==> config.mk <==
export PLATFORM = sky130hd
export DESIGN_NAME = painterengine_gpu_dma_writer
export DESIGN_NICKNAME = d
export VERILOG_FILES = /design/src/rtl/painterengine_gpu_dma_pkg.sv /design/src/rtl/painterengine_gpu_dma_burst_calc.sv /design/src/rtl/painterengine_gpu_dma_writer.sv
export SDC_FILE = /design/constraint.sdc
export NUM_CORES = 1
export LEC_CHECK = 0
export BUFFER_PORTS_ARGS = -buffer_cell sky130_fd_sc_hd__buf_2
export CELL_PAD_IN_SITES_DETAIL_PLACEMENT = 0
export CELL_PAD_IN_SITES_GLOBAL_PLACEMENT = 1
export CORE_ASPECT_RATIO = 1.4
export CORE_MARGIN = 2
export CORE_UTILIZATION = 39
export CTS_CLUSTER_DIAMETER = 200
export DETAILED_ROUTE_END_ITERATION = 8
export PLACE_DENSITY_LB_ADDON = 0.1
export SLEW_MARGIN = 20
export SYNTH_ARGS = -nofsm -noshare
export SYNTH_HDL_FRONTEND = slang
export SYNTH_HIERARCHICAL = 1
export SYNTH_SLANG_ARGS = --single-unit
==> constraint.sdc <==
create_clock -name i_wire_clock -period 6.5 [get_ports i_wire_clock]
set_clock_uncertainty 0.1 [all_clocks]
set_input_delay 0.325 -clock i_wire_clock [delete_from_list [all_inputs] [get_ports i_wire_clock]]
set_output_delay 0.325 -clock i_wire_clock [all_outputs]
set_load 0.01 [all_outputs]
==> src/rtl/painterengine_gpu_dma_pkg.sv <==
// Shared definitions for the GPU DMA reader and writer: FSM states, error codes,
// AXI constants and the one-hot router decoder.
package painterengine_gpu_dma_pkg;

  typedef enum logic [3:0] {
    ST_ROUTING = 4'd0,
    ST_PARAM   = 4'd1,
    ST_CALC    = 4'd2,
    ST_CALC2   = 4'd3,
    ST_AW      = 4'd4,
    ST_W       = 4'd5,
    ST_B       = 4'd6,
    ST_DONE    = 4'd7,
    ST_ERROR   = 4'd8
  } dma_state_e;

  typedef enum logic [2:0] {
    ERR_OK         = 3'd0,
    ERR_ROUTER     = 3'd1,
    ERR_ADDRESS    = 3'd2,
    ERR_AW_TIMEOUT = 3'd3,
    ERR_W_TIMEOUT  = 3'd4,
    ERR_PROTOCOL   = 3'd5,
    ERR_B_TIMEOUT  = 3'd6
  } dma_error_e;

  localparam logic [2:0] SIZE_4B          = 3'b010;
  localparam logic [1:0] BURST_INCR       = 2'b01;
  localparam logic [3:0] CACHE_BUFFERABLE = 4'b0010;

  typedef struct packed {
    logic       valid;
    logic [1:0] index;
  } route_t;

  // Exactly one bit set selects a channel; anything else is a routing error.
  function automatic route_t router_decode(input logic [3:0] router);
    route_t r;
    r.valid = 1'b1;
    r.index = 2'd0;
    case (router)
      4'b0001: r.index = 2'd0;
      4'b0010: r.index = 2'd1;
      4'b0100: r.index = 2'd2;
      4'b1000: r.index = 2'd3;
      default: r.valid = 1'b0;
    endcase
    return r;
  endfunction

endpackage

==> src/rtl/painterengine_gpu_dma_burst_calc.sv <==
// Two-stage registered burst length computation: a burst is limited by the words left
// in the job and by the distance to the next MAX_BURST*4-byte boundary.
module painterengine_gpu_dma_burst_calc #(
  parameter int MAX_BURST = 256,
  localparam int IDX_BITS = $clog2(MAX_BURST),
  localparam int BL_BITS  = IDX_BITS + 1
) (
  input  logic               i_wire_clock,
  input  logic               i_wire_resetn,
  input  logic               i_wire_stage1,
  input  logic               i_wire_stage2,
  input  logic [31:0]        i_wire_address,
  input  logic [31:0]        i_wire_offset,
  input  logic [31:0]        i_wire_length,
  output logic [BL_BITS-1:0] o_wire_burstlen
);

  localparam logic [BL_BITS-1:0] MAX_BURST_V = BL_BITS'(MAX_BURST);

  logic [IDX_BITS-1:0] unalign_reg;
  logic [BL_BITS-1:0]  burstlen_reg;
  logic [BL_BITS-1:0]  aligned_next;
  logic [31:0]         remaining_next;
  logic                unused_address;

  assign aligned_next   = MAX_BURST_V - {1'b0, unalign_reg};
  assign remaining_next = i_wire_length - i_wire_offset;
  assign unused_address = ^{i_wire_address[31:IDX_BITS+2], i_wire_address[1:0]};

  always_ff @(posedge i_wire_clock or negedge i_wire_resetn) begin
    if (!i_wire_resetn) begin
      unalign_reg  <= '0;
      burstlen_reg <= '0;
    end else begin
      // Word index inside the boundary window wraps naturally at IDX_BITS.
      if (i_wire_stage1)
        unalign_reg <= i_wire_address[IDX_BITS+1:2] + i_wire_offset[IDX_BITS-1:0];
      if (i_wire_stage2)
        burstlen_reg <= (remaining_next < 32'(aligned_next)) ?
                        remaining_next[BL_BITS-1:0] : aligned_next;
    end
  end

  assign o_wire_burstlen = burstlen_reg;

endmodule

==> src/rtl/painterengine_gpu_dma_writer.sv <==
// AXI4 write-master DMA: streams one routed GPU source into boundary-safe INCR bursts.
// Define PAINTERENGINE_GPU_DMA_WRITER_BRESP_CHECK_EN to turn non-OKAY BRESP into an error.
module painterengine_gpu_dma_writer
  import painterengine_gpu_dma_pkg::*;
#(
  parameter int TIMEOUT_BITS = 19,
  parameter int MAX_BURST    = 256
) (
  input  logic         i_wire_clock,
  input  logic         i_wire_resetn,
  output logic         o_wire_done,
  output logic         o_wire_error,
  output logic [2:0]   o_wire_error_type,
  input  logic [127:0] i_wire_address,
  input  logic [127:0] i_wire_length,
  input  logic [3:0]   i_wire_router,
  input  logic [127:0] i_wire_data,
  input  logic [3:0]   i_wire_data_valid,
  output logic [3:0]   o_wire_data_next,
  output logic         o_wire_M_AXI_AWID,
  output logic [31:0]  o_wire_M_AXI_AWADDR,
  output logic [7:0]   o_wire_M_AXI_AWLEN,
  output logic [2:0]   o_wire_M_AXI_AWSIZE,
  output logic [1:0]   o_wire_M_AXI_AWBURST,
  output logic         o_wire_M_AXI_AWLOCK,
  output logic [3:0]   o_wire_M_AXI_AWCACHE,
  output logic [2:0]   o_wire_M_AXI_AWPROT,
  output logic [3:0]   o_wire_M_AXI_AWQOS,
  output logic         o_wire_M_AXI_AWVALID,
  input  logic         i_wire_M_AXI_AWREADY,
  output logic [31:0]  o_wire_M_AXI_WDATA,
  output logic [3:0]   o_wire_M_AXI_WSTRB,
  output logic         o_wire_M_AXI_WLAST,
  output logic         o_wire_M_AXI_WVALID,
  input  logic         i_wire_M_AXI_WREADY,
  input  logic         i_wire_M_AXI_BID,
  input  logic [1:0]   i_wire_M_AXI_BRESP,
  input  logic         i_wire_M_AXI_BVALID,
  output logic         o_wire_M_AXI_BREADY
);

  localparam int BL_BITS = $clog2(MAX_BURST) + 1;

  dma_state_e         state_reg;
  dma_error_e         error_type_reg;
  logic [1:0]         sel_reg;
  logic [31:0]        address_reg;
  logic [31:0]        length_reg;
  logic [31:0]        offset_reg;
  logic [BL_BITS-1:0] beat_reg;
  logic [TIMEOUT_BITS-1:0] stall_reg;
  logic               awvalid_reg;

  logic [BL_BITS-1:0] burstlen;
  logic [BL_BITS-1:0] last_beat_index;
  logic [31:0]        offset_next;
  route_t             route;
  logic               in_w;
  logic               src_valid;
  logic               w_fire;
  logic               last_beat;
  logic               stalled;
  logic               bresp_bad;
  logic               unused_b;

  painterengine_gpu_dma_burst_calc #(
    .MAX_BURST (MAX_BURST)
  ) u_burst_calc (
    .i_wire_clock    (i_wire_clock),
    .i_wire_resetn   (i_wire_resetn),
    .i_wire_stage1   (state_reg == ST_CALC),
    .i_wire_stage2   (state_reg == ST_CALC2),
    .i_wire_address  (address_reg),
    .i_wire_offset   (offset_reg),
    .i_wire_length   (length_reg),
    .o_wire_burstlen (burstlen)
  );

  assign route           = router_decode(i_wire_router);
  assign in_w            = (state_reg == ST_W);
  assign src_valid       = i_wire_data_valid[sel_reg];
  assign w_fire          = in_w && src_valid && i_wire_M_AXI_WREADY;
  assign last_beat_index = burstlen - BL_BITS'(1);
  assign last_beat       = (beat_reg == last_beat_index);
  assign offset_next     = offset_reg + 32'(burstlen);
  assign stalled         = stall_reg[TIMEOUT_BITS-1];

`ifdef PAINTERENGINE_GPU_DMA_WRITER_BRESP_CHECK_EN
  assign bresp_bad = (i_wire_M_AXI_BRESP != 2'b00);
  assign unused_b  = i_wire_M_AXI_BID;
`else
  assign bresp_bad = 1'b0;
  assign unused_b  = ^{i_wire_M_AXI_BID, i_wire_M_AXI_BRESP};
`endif

  always_ff @(posedge i_wire_clock or negedge i_wire_resetn) begin
    if (!i_wire_resetn) begin
      state_reg      <= ST_ROUTING;
      error_type_reg <= ERR_OK;
      sel_reg        <= 2'd0;
      address_reg    <= '0;
      length_reg     <= '0;
      offset_reg     <= '0;
      beat_reg       <= '0;
      stall_reg      <= '0;
      awvalid_reg    <= 1'b0;
    end else begin
      case (state_reg)
        ST_ROUTING: begin
          if (route.valid) begin
            sel_reg     <= route.index;
            address_reg <= i_wire_address[{route.index, 5'd0} +: 32];
            length_reg  <= i_wire_length[{route.index, 5'd0} +: 32];
            state_reg   <= ST_PARAM;
          end else begin
            error_type_reg <= ERR_ROUTER;
            state_reg      <= ST_ERROR;
          end
        end
        ST_PARAM: begin
          if (address_reg[1:0] != 2'b00 || length_reg == 32'd0) begin
            error_type_reg <= ERR_ADDRESS;
            state_reg      <= ST_ERROR;
          end else begin
            offset_reg <= '0;
            state_reg  <= ST_CALC;
          end
        end
        ST_CALC:  state_reg <= ST_CALC2;
        ST_CALC2: begin
          awvalid_reg <= 1'b1;
          stall_reg   <= '0;
          state_reg   <= ST_AW;
        end
        ST_AW: begin
          if (stalled) begin
            awvalid_reg    <= 1'b0;
            error_type_reg <= ERR_AW_TIMEOUT;
            state_reg      <= ST_ERROR;
          end else if (i_wire_M_AXI_AWREADY) begin
            awvalid_reg <= 1'b0;
            beat_reg    <= '0;
            stall_reg   <= '0;
            state_reg   <= ST_W;
          end else begin
            stall_reg <= stall_reg + 1'b1;
          end
        end
        ST_W: begin
          if (stalled) begin
            error_type_reg <= ERR_W_TIMEOUT;
            state_reg      <= ST_ERROR;
          end else if (w_fire) begin
            stall_reg <= '0;
            if (last_beat) state_reg <= ST_B;
            else           beat_reg  <= beat_reg + 1'b1;
          end else begin
            stall_reg <= stall_reg + 1'b1;
          end
        end
        ST_B: begin
          if (stalled) begin
            error_type_reg <= ERR_B_TIMEOUT;
            state_reg      <= ST_ERROR;
          end else if (i_wire_M_AXI_BVALID) begin
            stall_reg <= '0;
            if (bresp_bad) begin
              error_type_reg <= ERR_PROTOCOL;
              state_reg      <= ST_ERROR;
            end else begin
              offset_reg <= offset_next;
              state_reg  <= (offset_next >= length_reg) ? ST_DONE : ST_CALC;
            end
          end else begin
            stall_reg <= stall_reg + 1'b1;
          end
        end
        ST_DONE:  state_reg <= ST_DONE;
        ST_ERROR: state_reg <= ST_ERROR;
        default: begin
          error_type_reg <= ERR_PROTOCOL;
          state_reg      <= ST_ERROR;
        end
      endcase
    end
  end

  // Only the routed channel ever sees a pop, and only while beats can move.
  genvar gi;
  generate
    for (gi = 0; gi < 4; gi++) begin : g_data_next
      assign o_wire_data_next[gi] = in_w && (sel_reg == 2'(gi)) && i_wire_M_AXI_WREADY;
    end
  endgenerate

  assign o_wire_done       = (state_reg == ST_DONE);
  assign o_wire_error      = (state_reg == ST_ERROR);
  assign o_wire_error_type = error_type_reg;

  assign o_wire_M_AXI_AWID    = 1'b0;
  assign o_wire_M_AXI_AWADDR  = address_reg + {offset_reg[29:0], 2'b00};
  assign o_wire_M_AXI_AWLEN   = 8'(last_beat_index);
  assign o_wire_M_AXI_AWSIZE  = SIZE_4B;
  assign o_wire_M_AXI_AWBURST = BURST_INCR;
  assign o_wire_M_AXI_AWLOCK  = 1'b0;
  assign o_wire_M_AXI_AWCACHE = CACHE_BUFFERABLE;
  assign o_wire_M_AXI_AWPROT  = 3'b000;
  assign o_wire_M_AXI_AWQOS   = 4'b0000;
  assign o_wire_M_AXI_AWVALID = awvalid_reg;

  assign o_wire_M_AXI_WDATA  = i_wire_data[{sel_reg, 5'd0} +: 32];
  assign o_wire_M_AXI_WSTRB  = 4'hF;
  assign o_wire_M_AXI_WLAST  = in_w && last_beat;
  assign o_wire_M_AXI_WVALID = in_w && src_valid;

  assign o_wire_M_AXI_BREADY = (state_reg == ST_B);

endmodule

After elaboration in Yosys (flattened, before gate mapping)
Cells that the tools add are included. Widths: inputs -> output; s select.

Register bits: 151. Input bits: 400. Output and inout port bits: 107. Word-level logic and storage cells: 131.

$add $sub $neg: 8. $lt $le $gt $ge: 3. Equal/unequal tests: 33. Shifts and indexed selects: 3. Mux-type cells: 42. Bitwise gates (word level): 1. Reductions and logical operators: 29.

Operators by type and width (number): $shiftx 128x8->32 (3); $mux 19 (6); $mux 32 (3); $pmux 19 s4 (1); $pmux 32 s2 (1); $mux 9 (6); $mux 4 (9); $add 32x32->32 (1); $add 32x9->32 (1); $ge 32x32->1 (1); $logic_not 32->1 (1); $lt 32x9->1 (1); $pmux 4 s8 (1); $sub 32x32->32 (1); $ne 2x2->1 const B (11); $eq 4x3->1 const B (5); $add 19x1->19 const B (1); $mux 3 (6); $pmux 3 s6 (1); $pmux 9 s2 (1); $eq 4x2->1 const B (3); $reduce_and 4->1 (3); $reduce_and 6->1 (2); $logic_and 1x1->1 (11); 25 further kinds (39).

Logic depth before layout (Yosys ltp)
Gate-level depths: netlist of the first run.

Depth after elaboration: 7. Gate-level depth with buffers: 20. Gate-level depth less buffers: 20.

Hierarchy
The synthesis of the first run kept the hierarchy.

By module, submodules not included: painterengine_gpu_dma_writer (times used 1, cells an instance 1200, area each 11808.8 µm², seq. area each 3353.2 µm²); painterengine_gpu_dma_burst_calc (times used 1, cells an instance 484, area each 3619.7 µm², seq. area each 425.4 µm²).

Least setup slack after synthesis of the first run
Ideal clock, no wire load.

Path kind: reg-to-reg. Start: register length_reg[0]. End: register u_burst_calc.burstlen_reg[4] (netlist: u_burst_calc/o_wire_burstlen[4]). Library setup time: 0.126 ns. Arrival: 4.556 ns. Required time: 6.274 ns. Path slack: 1.718 ns. Stages on the path, launching flop included: 19. Buffers on the path: 1. Period minus slack after synthesis: 4.782 ns. Cell sequence: dfrtp_1 > inv_1 > ha_1 > inv_1 > fa_1 > a21o_4 > a221o_1 > a31oi_1 > xnor2_1 > ha_1 > a21o_1 > a221oi_1 > o2111ai_1 > or4_4 > nor4_4 > nand4b_4 > or3_1 > buf_6 > a221o_1.

Word-level cells in the longest chain between the ends: 3.

RTL lines: start: declaration (line painterengine_gpu_dma_writer.sv:48) `logic [31:0] length_reg;`; start signal: assignment (line painterengine_gpu_dma_writer.sv:113) `length_reg <= i_wire_length[{route.index, 5'd0} +: 32];`; $sub 32x32->32 * (line painterengine_gpu_dma_burst_calc.sv:27) `assign remaining_next = i_wire_length - i_wire_offset;`; $lt 32x9->1 (line painterengine_gpu_dma_burst_calc.sv:39) `burstlen_reg <= (remaining_next < 32'(aligned_next)) ?`; $mux 9 * (line painterengine_gpu_dma_burst_calc.sv:39); end signal: assignment (line painterengine_gpu_dma_burst_calc.sv:39); end: declaration (line painterengine_gpu_dma_burst_calc.sv:21) `logic [BL_BITS-1:0] burstlen_reg;`.

Mark *: on every way between the ends. The rest lies on a longest branch, timed or not. A chain may end at the register's enable or synchronous reset.

Worst setup path in the final report of the first run
Ends and elaborated chain as after synthesis.

==> flow_metrics.tcl, run 1 <==
set metrics [dict create \
    track_usage_pct 26.2 \
    postSynthCellCount 1684 \
    p_leak_nw 8.77 \
    post-route-util_pct 47.9 \
    synth-seq-area-share_pct 24.5 \
    wire_per_inst_um 20.4 \
    crit_path_end_kind "flip-flop" \
    cellPowerDensity_nw_per_um2 148 \
    maxSlewHeadroom_pct 27.7 \
    die_y_um 239 \
    dp_hpwl_mm 44.0 \
    worstHoldPathCells 2 \
    cts_max_level 4 \
    fin_setup_tns_ns 0 \
    slew_viol_final 0 \
    hold_class "primary input to flip-flop" \
    rsz0062_at_grt "no" \
    ys_warn_count 6 \
    antenna_found_initial 5 \
    setup_viol 0 \
    outcome "complete, no violations" \
    drtAntennaViolNets 0 \
    wirelength_mm 54.1 \
    dr.max_layer_used "met5" \
    wl_met3_mm 3.08 \
    clk_path_buf_depth 2 \
    cts_tree "yes" \
    synth_seq_cells 151 \
    maxCapViolations 0 \
    place_area_um2 18200 \
    grt_pass1_vias 14800 \
    ys.flop_type "dfrtp_1" \
    place.gp.congestion 0.881 \
    io-pin-count 507 \
    vias 14900 \
    hold_viol 0 \
    worst-setup-path-type "flip-flop to flip-flop" \
    clockRootBuffer "clkbuf_16" \
    clk-insertion-delay-late_ns 0.45 \
    worstPathArrival_ns 5.48 \
    layout_min_cycle_time_ns 5.25 \
    met2_length_mm 28.8 \
    peakVddDrop_v 0.000142 \
    fin_crit_sh_pct 80.7 \
    post-cts-setup-buffers 0 \
    synthArstFlopShare_pct 100 \
    rows 86 \
    wl_met1_mm 21.0 \
    die-area_um2 41200 \
    fin_nets 2635 \
    cts_sinks 151 \
    cts_buffers 17 \
    io_buffers 481 \
    syn_to_final_growth_pct 21.7 \
    multiInputGateArea_um2 10800 \
    worst_slew_pin_slew_ns 1.08 \
    rr_worst_depth 17 \
    startpoint_type "flip-flop" \
    dieWidth_um 172 \
    drt_pre_antenna_iters 8 \
    drc 0 \
    core_area_um2 39200 \
    path_clk_slew_ns 0.07 \
    start_util_pct 39.4 \
    crit_required_ns 6.73 \
    viasPerCell 5.61 \
    grt_overflow 0 \
    layout-drive-gt1-share_pct 33.2 \
    synth_area_um2 15400 \
    drt_iter0_markers 711 \
    final_area_um2 18800 \
    synth.avg_cell_area_um2 9.16 \
    grt_max_degree 81 \
    ys_types 93 \
    synth-edff-count 0 \
    grt_pass1_wl_mm 82.6 \
    cp_max_fo 10 \
    regArea_um2 3780 \
    max_freq_ghz 0.191 \
    fill_cells 3942 \
]
-- per-stage QoR --
| step | total power [mW] | setup slack, ns | std cells | hold slack [ns] |
|---|---|---|---|---|
| floorplan | 1.48 | 1.72 | 1704 | -0.0706 |
| global placement | 1.76 | 1.36 | 2619 | 0.343 |
| detailed placement | 1.77 | 1.25 | 2619 | 0.341 |
| CTS | 2.81 | 1.24 | 2652 | 0.00802 |
| global route | 2.93 | 1.04 | 2655 | 0.0513 |
| finish | 2.78 | 1.25 | 2656 | 0.0301 |
-- placed cells by master, fill, tap and decap left out, types with 10 or more instances in the layout --
cell,instances
nand4_1,26
buf_2,480
o211ai_1,16
buf_4,12
mux2_2,38
a31oi_1,29
nand3_1,58
conb_1,22
ha_1,120
nor2_1,113
inv_1,121
nand2b_1,13
a211oi_1,15
o21a_1,21
xor2_1,30
dfrtp_1,150
a21oi_1,77
o21ai_0,106
nor3_1,31
and3_1,16
xnor2_1,62
clkbuf_16,17
nor2b_1,11
nor4_1,19
o21bai_1,10
nand2_1,133
a21o_1,37
o21ai_1,10
mux4_2,97
o31ai_1,27
or3_1,10
and2_1,14
-- synth_stat cells, types with 15 or more instances --
cell / count / area share (%)
a211oi_1: 15 / 0.73
a21o_1: 37 / 1.8
a21oi_1: 77 / 2.5
a31oi_1: 29 / 1.2
and3_1: 16 / 0.65
buf_2: 25 / 0.81
buf_4: 26 / 1.3
clkbuf_1: 46 / 1.1
dfrtp_1: 151 / 24
ha_1: 120 / 9.7
inv_1: 121 / 2.9
mux2_2: 38 / 2.8
mux4_2: 97 / 14
nand2_1: 134 / 3.3
nand3_1: 58 / 1.9
nand4_1: 26 / 1.1
nor2_1: 115 / 2.8
nor3_1: 32 / 1.0
nor4_1: 19 / 0.77
o211ai_1: 16 / 0.78
o21a_1: 21 / 1.0
o21ai_0: 106 / 3.4
o31ai_1: 27 / 1.3
xnor2_1: 62 / 3.5
xor2_1: 30 / 1.7
-- layer usage --
metal	vias up	global-route usage, %
li1	7139	-
met1	7180	29.6
met2	522	49.6
met3	61	4.16
met4	2	8.66
met5	-	0
-- where the power goes --
part | internal, mW | switching, mW
combinational | 0.354 | 0.382
clock | 0.590 | 0.444
sequential | 0.975 | 0.0348
total | 1.92 | 0.861
-- kinds of logic after synthesis --
kind of cell	after synthesis	synth area share, %
xor+xnor	96	5.82
compound gates	454	19.9
buf+inv	228	6.48
simple gates	490	15.9
mux	139	17.2
flops	151	24.5
other cells	2	0.0487
fa+ha+maj	124	10.3
-- what timing repair did --
item / CTS / global route
gates resized for setup: 0 / 0
endpoints found under the hold margin: 79 / 0
hold buffers: 1 / 0
-- worst paths after layout --
check	from	end	slack (ns)
worst max register to register	length_reg[0]$_DFFE_PN0P_	u_burst_calc/o_wire_burstlen[4]$_DFFE_PN0P_	1.25
min in group asynchronous	i_wire_resetn	stall_reg[8]$_DFFE_PN0P_	0.40
worst min register to register	stall_reg[17]$_DFFE_PN0P_	stall_reg[17]$_DFFE_PN0P_	0.40
worst min-delay path	i_wire_M_AXI_BVALID	state_reg[1]$_DFFE_PN0P_	0.03
worst max-delay path	length_reg[0]$_DFFE_PN0P_	u_burst_calc/o_wire_burstlen[4]$_DFFE_PN0P_	1.25
max in group asynchronous	i_wire_resetn	offset_reg[6]$_DFFE_PN0P_	4.38
-- worst max-delay path, stage by stage (launching register included) --
cell       delay (ns)
dfrtp_1          0.42
inv_1            0.07
ha_1             0.17
inv_1            0.06
fa_1             0.41
a21o_4           0.22
a221o_1          0.43
a31oi_1          0.23
xnor2_1          0.18
ha_1             0.29
a21o_1           0.22
a221oi_1         0.23
o2111ai_1        0.15
or4_4            0.51
nor4_4           0.32
nand4b_4         0.22
or3_1            0.57
a221o_1          0.34
-- area by class of cell --
| type | count | area share [%] |
|---|---|---|
| well taps | 528 | 3.52 |
| clock inverters | 12 | 0.753 |
| inverters | 122 | 2.44 |
| clock buffers | 20 | 2.43 |
| flip-flops and latches | 151 | 20.1 |
| repair buffers | 494 | 13.4 |
| multi-input cells | 1325 | 57.3 |
| diodes | 4 | 0.0533 |
Power figures use the tool's default switching activity.
==> run 2, diff against run 1 <==
==> constraint.sdc (replaced) <==
create_clock -name i_wire_clock -period 4.96 [get_ports i_wire_clock]
set_clock_uncertainty 0.1 [all_clocks]
set_input_delay 0.248 -clock i_wire_clock [delete_from_list [all_inputs] [get_ports i_wire_clock]]
set_output_delay 0.248 -clock i_wire_clock [all_outputs]
set_load 0.01 [all_outputs]
==> run 2 against run 1 <==
Against the previous run: combinational power rose by 32%; sequential power grew 31%; sequential cell count unchanged; largest cell class unchanged; register-to-register slack worse by 0.99 ns; via count up 0.93%; hold slack better by 0.024 ns; core utilization up 0.34 points; highest routed layer unchanged; first-iteration DRC count grew 31%; maximum frequency up 12%.
==> flow_metrics.tcl, run 2 (synthesized netlist as in run 1, its figures left out) <==
set metrics [dict create \
    outcome "complete, no violations" \
    p_leak_nw 8.87 \
    final_cell_mix "buf_2 (480), dfrtp_1 (150), nand2_1 (133), inv_1 (121), ha_1 (120)" \
    place_area_um2 18300 \
    drc 0 \
    path_clk_slew_ns 0.06 \
    crit_path_end_kind "flip-flop" \
    fill_cells 3996 \
    syn_to_final_growth_pct 22.5 \
    place.gp.congestion 0.901 \
    max_freq_ghz 0.213 \
    hold_viol 0 \
    reg2reg_slack_ns 0.27 \
    dieWidth_um 172 \
    maxCapViolations 0 \
    viasPerCell 5.63 \
    r2r-end "u_burst_calc/o_wire_burstlen[5]$_DFFE_PN0P_" \
    die_y_um 239 \
    worstPathArrival_ns 4.95 \
    instances_no_fill 2672 \
    grt_pass1_wl_mm 81.8 \
    vias 15000 \
    final_area_um2 18900 \
    cts_sinks 151 \
    layout_min_cycle_time_ns 4.69 \
    cts_buffers 17 \
    io_buffers 481 \
    post-cts-setup-buffers 0 \
    cellPowerDensity_nw_per_um2 191 \
    r2r_start "length_reg[0]$_DFFE_PN0P_" \
    cts_tree "yes" \
    hold_class "primary input to flip-flop" \
    worst_slack_ns 0.267 \
    worst_slew_pin_slew_ns 0.960 \
    worstHoldPathCells 4 \
    io-pin-count 507 \
    setup_viol 0 \
    peakVddDrop_v 0.000233 \
    grt_max_degree 72 \
    rsz0062_at_grt "no" \
    cpMaxStageDelayCell "or4_4" \
    crit_required_ns 5.22 \
    startpoint_type "flip-flop" \
    track_usage_pct 26.1 \
    crit_family "compound AO/OA/AOI/OAI gates" \
    wirelength_mm 54.4 \
    drt_pre_antenna_iters 5 \
    maxSlewHeadroom_pct 35.9 \
    final_common_cell "buf_2" \
    core_area_um2 39200 \
    clockRootBuffer "clkbuf_16" \
    critPathBufInv 3 \
    cp_max_fo 5 \
    slew_viol_final 0 \
    clk-insertion-delay-late_ns 0.45 \
    holdPathEnd "o_wire_M_AXI_AWVALID$_DFFE_PN0P_" \
    post-route-util_pct 48.3 \
    layout-drive-gt1-share_pct 33.8 \
    fin_crit_sh_pct 94.6 \
    grt_overflow 0 \
    grt_pass1_vias 15100 \
    dp_hpwl_mm 44.6 \
    holdCritStartpoint "i_wire_M_AXI_AWREADY" \
    cts_max_level 4 \
    rows 86 \
    drt_iter0_markers 928 \
    fin_nets 2651 \
    wire_per_inst_um 20.4 \
    start_util_pct 39.4 \
    p_total_mw 3.61 \
    worst-setup-path-type "flip-flop to flip-flop" \
    hold_ws_ns 0.0540 \
    cp_cell_sequence "inv_1 > ha_1 > inv_1 > fa_2 > a21o_4 > a221o_1 > a31oi_1 > xnor2_1 > ha_1 > a21o_1 > a221oi_1 > o2111ai_1 > or4_4 > nor4_4 > nand4b_4 > or3_4 > buf_4 > o221ai_1" \
    cp_slowest_stage_delay_ns 0.51 \
    antenna_found_initial 6 \
    fin_setup_tns_ns 0 \
    place_inst 2634 \
    pre_cts_slack_ns 0.0467 \
    crit_start "length_reg[0]$_DFFE_PN0P_" \
    clk_path_buf_depth 2 \
    rr_worst_depth 18 \
    drtAntennaViolNets 0 \
    die-area_um2 41200 \
]
[run 2: cell types whose count changed in the layout (fill, tap and decap cells not counted), moves of 2 or more]
cell,change
buf_4,+14
inv_6,-2
clkinvlp_4,-3
clkinv_2,+5
[run 2: timing repair]
item / in CTS / in global routing
hold buffers: 2 / 0
resized for setup: 0 / 4
hold endpoints to repair: 70 / 0
endpoints found under the setup margin: 0 / 10
[run 2: metal layers]
layer / vias up / track usage [%] / share of wire, %
li1: 7164 / - / -
met1: 7222 / 27.8 / 37
met2: 590 / 50.4 / 54
met3: 65 / 4.36 / 6.2
met4: 2 / 9.91 / 2.7
met5: - / 0 / 0.029
[run 2: layout make-up]
| cell class | count | area [um^2] | share of cell area, % |
|---|---|---|---|
| diodes | 4 | 10.0 | 0.0529 |
| clock buffers | 20 | 457 | 2.42 |
| multi-input cells | 1325 | 10800 | 56.9 |
| clock inverters | 12 | 126 | 0.668 |
| well taps | 528 | 661 | 3.49 |
| repair buffers | 510 | 2650 | 14.0 |
| inverters | 122 | 458 | 2.42 |
| flip-flops and latches | 151 | 3780 | 20.0 |
[run 2: how the worst max path moves through the flow]
stage | end | slack [ns] | cells after the start
after floorplan | u_burst_calc/o_wire_burstlen[4]$_DFFE_PN0P_ | 0.18 | 18
final | u_burst_calc/o_wire_burstlen[5]$_DFFE_PN0P_ | 0.27 | 18
after CTS | u_burst_calc/o_wire_burstlen[1]$_DFFE_PN0P_ | 0.02 | 18
after global placement | u_burst_calc/o_wire_burstlen[4]$_DFFE_PN0P_ | 0.16 | 17
after detailed placement | u_burst_calc/o_wire_burstlen[1]$_DFFE_PN0P_ | 0.05 | 18
after global routing | u_burst_calc/o_wire_burstlen[5]$_DFFE_PN0P_ | 0.06 | 18
[run 2: power by group]
group	internal, mW	total, mW	leakage [nW]	switching (mW)
clock	0.764	1.32	0.286	0.557
combinational	0.467	0.969	6.66	0.501
sequential	1.28	1.32	1.92	0.0456
[run 2: worst min-delay path, delay by kind of cell]
kind	cells	cell delay, ns
AND/OR/NAND/NOR	1	0.08
AO/OA/AOI/OAI	2	0.13
buffers and inverters	1	0.11
==> run 3, diff against run 2 <==
--- a/config.mk
+++ b/config.mk
@@ -9,7 +9,7 @@
 export CELL_PAD_IN_SITES_DETAIL_PLACEMENT = 0
 export CELL_PAD_IN_SITES_GLOBAL_PLACEMENT = 1
 export CORE_ASPECT_RATIO = 1.4
-export CORE_MARGIN = 2
+export CORE_MARGIN = 3
 export CORE_UTILIZATION = 39
 export CTS_CLUSTER_DIAMETER = 200
 export DETAILED_ROUTE_END_ITERATION = 8
==> constraint.sdc (replaced) <==
create_clock -name i_wire_clock -period 4.9 [get_ports i_wire_clock]
set_clock_uncertainty 0.1 [all_clocks]
set_input_delay 0.245 -clock i_wire_clock [delete_from_list [all_inputs] [get_ports i_wire_clock]]
set_output_delay 0.245 -clock i_wire_clock [all_outputs]
set_load 0.01 [all_outputs]
==> run 3 against run 2 <==
Against the previous run: hold slack better by 0.022 ns; core utilization is 0.54 points higher; critical path depth is 1 lower; first-iteration DRC count is 16% lower; combinational power is 1% higher; count of clock-buffer cells in the layout is 1 higher; final area hardly changed; setup slack worse by 0.038 ns; total power is 0.11% lower; non-clock buffer count is 4 higher; sequential power hardly changed; die area is 2.0% higher; critical path type unchanged; highest routed layer unchanged.
==> flow_metrics.tcl, run 3 (synthesized netlist as in run 1, its figures left out) <==
set metrics [dict create \
    worstPathArrival_ns 4.91 \
    rows 85 \
    io_buffers 481 \
    grt_overflow 0 \
    worst_slew_pin_slew_ns 0.968 \
    reg2reg_slack_ns 0.23 \
    layout_min_cycle_time_ns 4.67 \
    peakVddDrop_v 0.000230 \
    fin_setup_tns_ns 0 \
    fill_cells 3919 \
    fin_nets 2655 \
    cts_sinks 151 \
    startpoint_type "flip-flop" \
    hold_class "primary input to flip-flop" \
    drt_iter0_markers 781 \
    wirelength_mm 55.5 \
    multiInputGateArea_um2 10800 \
    cp_max_fo 5 \
    regArea_um2 3780 \
    outcome "complete, no violations" \
    die-area_um2 42000 \
    final_cell_mix "buf_2 (480), dfrtp_1 (150), nand2_1 (133), inv_1 (121), ha_1 (120)" \
    dp_hpwl_mm 45.7 \
    place.gp.congestion 0.919 \
    drt_pre_antenna_iters 5 \
    clk-insertion-delay-late_ns 0.46 \
    viasPerCell 5.64 \
    met1_usage_pct 28.5 \
    hold_ws_ns 0.0759 \
    setup_viol 0 \
    cts_tree "yes" \
    core_area_um2 38700 \
    crit_path_end_kind "flip-flop" \
    grt_pass1_wl_mm 84.7 \
    max_freq_ghz 0.214 \
    layout-drive-gt1-share_pct 33.8 \
    grtUsageMet2_pct 49.6 \
    p_total_mw 3.61 \
    p_leak_nw 8.86 \
    rsz0062_at_grt "no" \
    slew_viol_final 0 \
    clockRootBuffer "clkbuf_16" \
    grt_pass1_vias 15200 \
    drc 0 \
    io-pin-count 507 \
    vias 15000 \
    post-route-util_pct 48.8 \
    fin_crit_sh_pct 95.3 \
    grt_max_degree 74 \
    hold_viol 0 \
    final_common_cell "buf_2" \
    path_clk_slew_ns 0.07 \
    crit_required_ns 5.14 \
    final_area_um2 18900 \
    track_usage_pct 25.8 \
    use_met3_pct 4.83 \
    maxCapViolations 0 \
    die_y_um 241 \
    drtAntennaViolNets 0 \
    place_area_um2 18300 \
    clk_path_buf_depth 2 \
    maxSlewHeadroom_pct 35.4 \
    cellPowerDensity_nw_per_um2 191 \
    start_util_pct 39.9 \
    top_usage_layer "met2" \
    wire_per_inst_um 20.8 \
    cts_max_level 4 \
    cts_buffers 17 \
    antenna_found_initial 3 \
    syn_to_final_growth_pct 22.5 \
    dieWidth_um 174 \
    worst-setup-path-type "flip-flop to flip-flop" \
]
run 3: cell types whose count changed in the layout (fill, tap and decap cells not counted), sizes merged:
cell / before / now
clkinvlp: 2 / 6
buf: 508 / 512
clkbuf: 20 / 21
clkinv: 7 / 4
inv: 123 / 122
bufinv: 2 / 1
diode: 4 / 1
run 3: stage by stage:
stage          cells  worst slack, ns
2_1_floorplan   1704            0.118
5_1_grt         2667           0.0426
4_1_cts         2666           0.0837
6_report        2667            0.229
3_5_place_dp    2632           0.0970
3_3_place_gp    2632            0.154
run 3: routing by layer:
metal | vias up | part of all wire, %
met2 | 563 | 53
met3 | 67 | 5.9
met4 | 4 | 2.8
li1 | 7170 | -
met1 | 7226 | 38
met5 | - | 0.049
run 3: worst paths after layout:
path | from | to | cells after the start
max reg2reg | length_reg[0]$_DFFE_PN0P_ | u_burst_calc/o_wire_burstlen[8]$_DFFE_PN0P_ | 17
max in group asynchronous | i_wire_resetn | offset_reg[6]$_DFFE_PN0P_ | 3
min in group asynchronous | i_wire_resetn | stall_reg[9]$_DFFE_PN0P_ | 2
min reg2reg | stall_reg[17]$_DFFE_PN0P_ | stall_reg[17]$_DFFE_PN0P_ | 1
max | length_reg[0]$_DFFE_PN0P_ | u_burst_calc/o_wire_burstlen[8]$_DFFE_PN0P_ | 17
min | i_wire_M_AXI_AWREADY | o_wire_M_AXI_AWVALID$_DFFE_PN0P_ | 4
run 3: critical path, stage by stage (launching register included):
cell       delay (ns)
dfrtp_1          0.38
inv_1            0.06
ha_1             0.17
inv_1            0.06
fa_1             0.41
a21o_4           0.22
a221o_1          0.35
a31oi_2          0.19
xnor2_1          0.17
ha_1             0.28
a21o_1           0.20
a221oi_1         0.22
o2111ai_1        0.16
or4_4            0.52
nor4_4           0.20
nand4b_4         0.13
or3_4            0.44
a221o_1          0.31
run 3: repair_timing:
item,CTS,global route
gates resized for setup,0,4
buffers inserted,0,0
endpoints found under the hold margin,72,0
hold buffers,2,0
endpoints found under the setup margin,0,9
run 3: layout make-up:
class,instances,share of cell area [%]
Antenna cell,1,0.0132
Clock buffer,21,2.38
Clock inverter,11,0.543
Inverter,122,2.42
Multi-Input combinational cell,1325,57.0
Sequential cell,151,20.0
Tap cell,522,3.46
Timing Repair Buffer,514,14.2
run 3: power by group:
group	leakage, nW	switching [mW]	internal [mW]
Clock	0.251	0.576	0.710
Combinational	6.68	0.509	0.474
Sequential	1.92	0.0477	1.29
Total	8.86	1.13	2.48
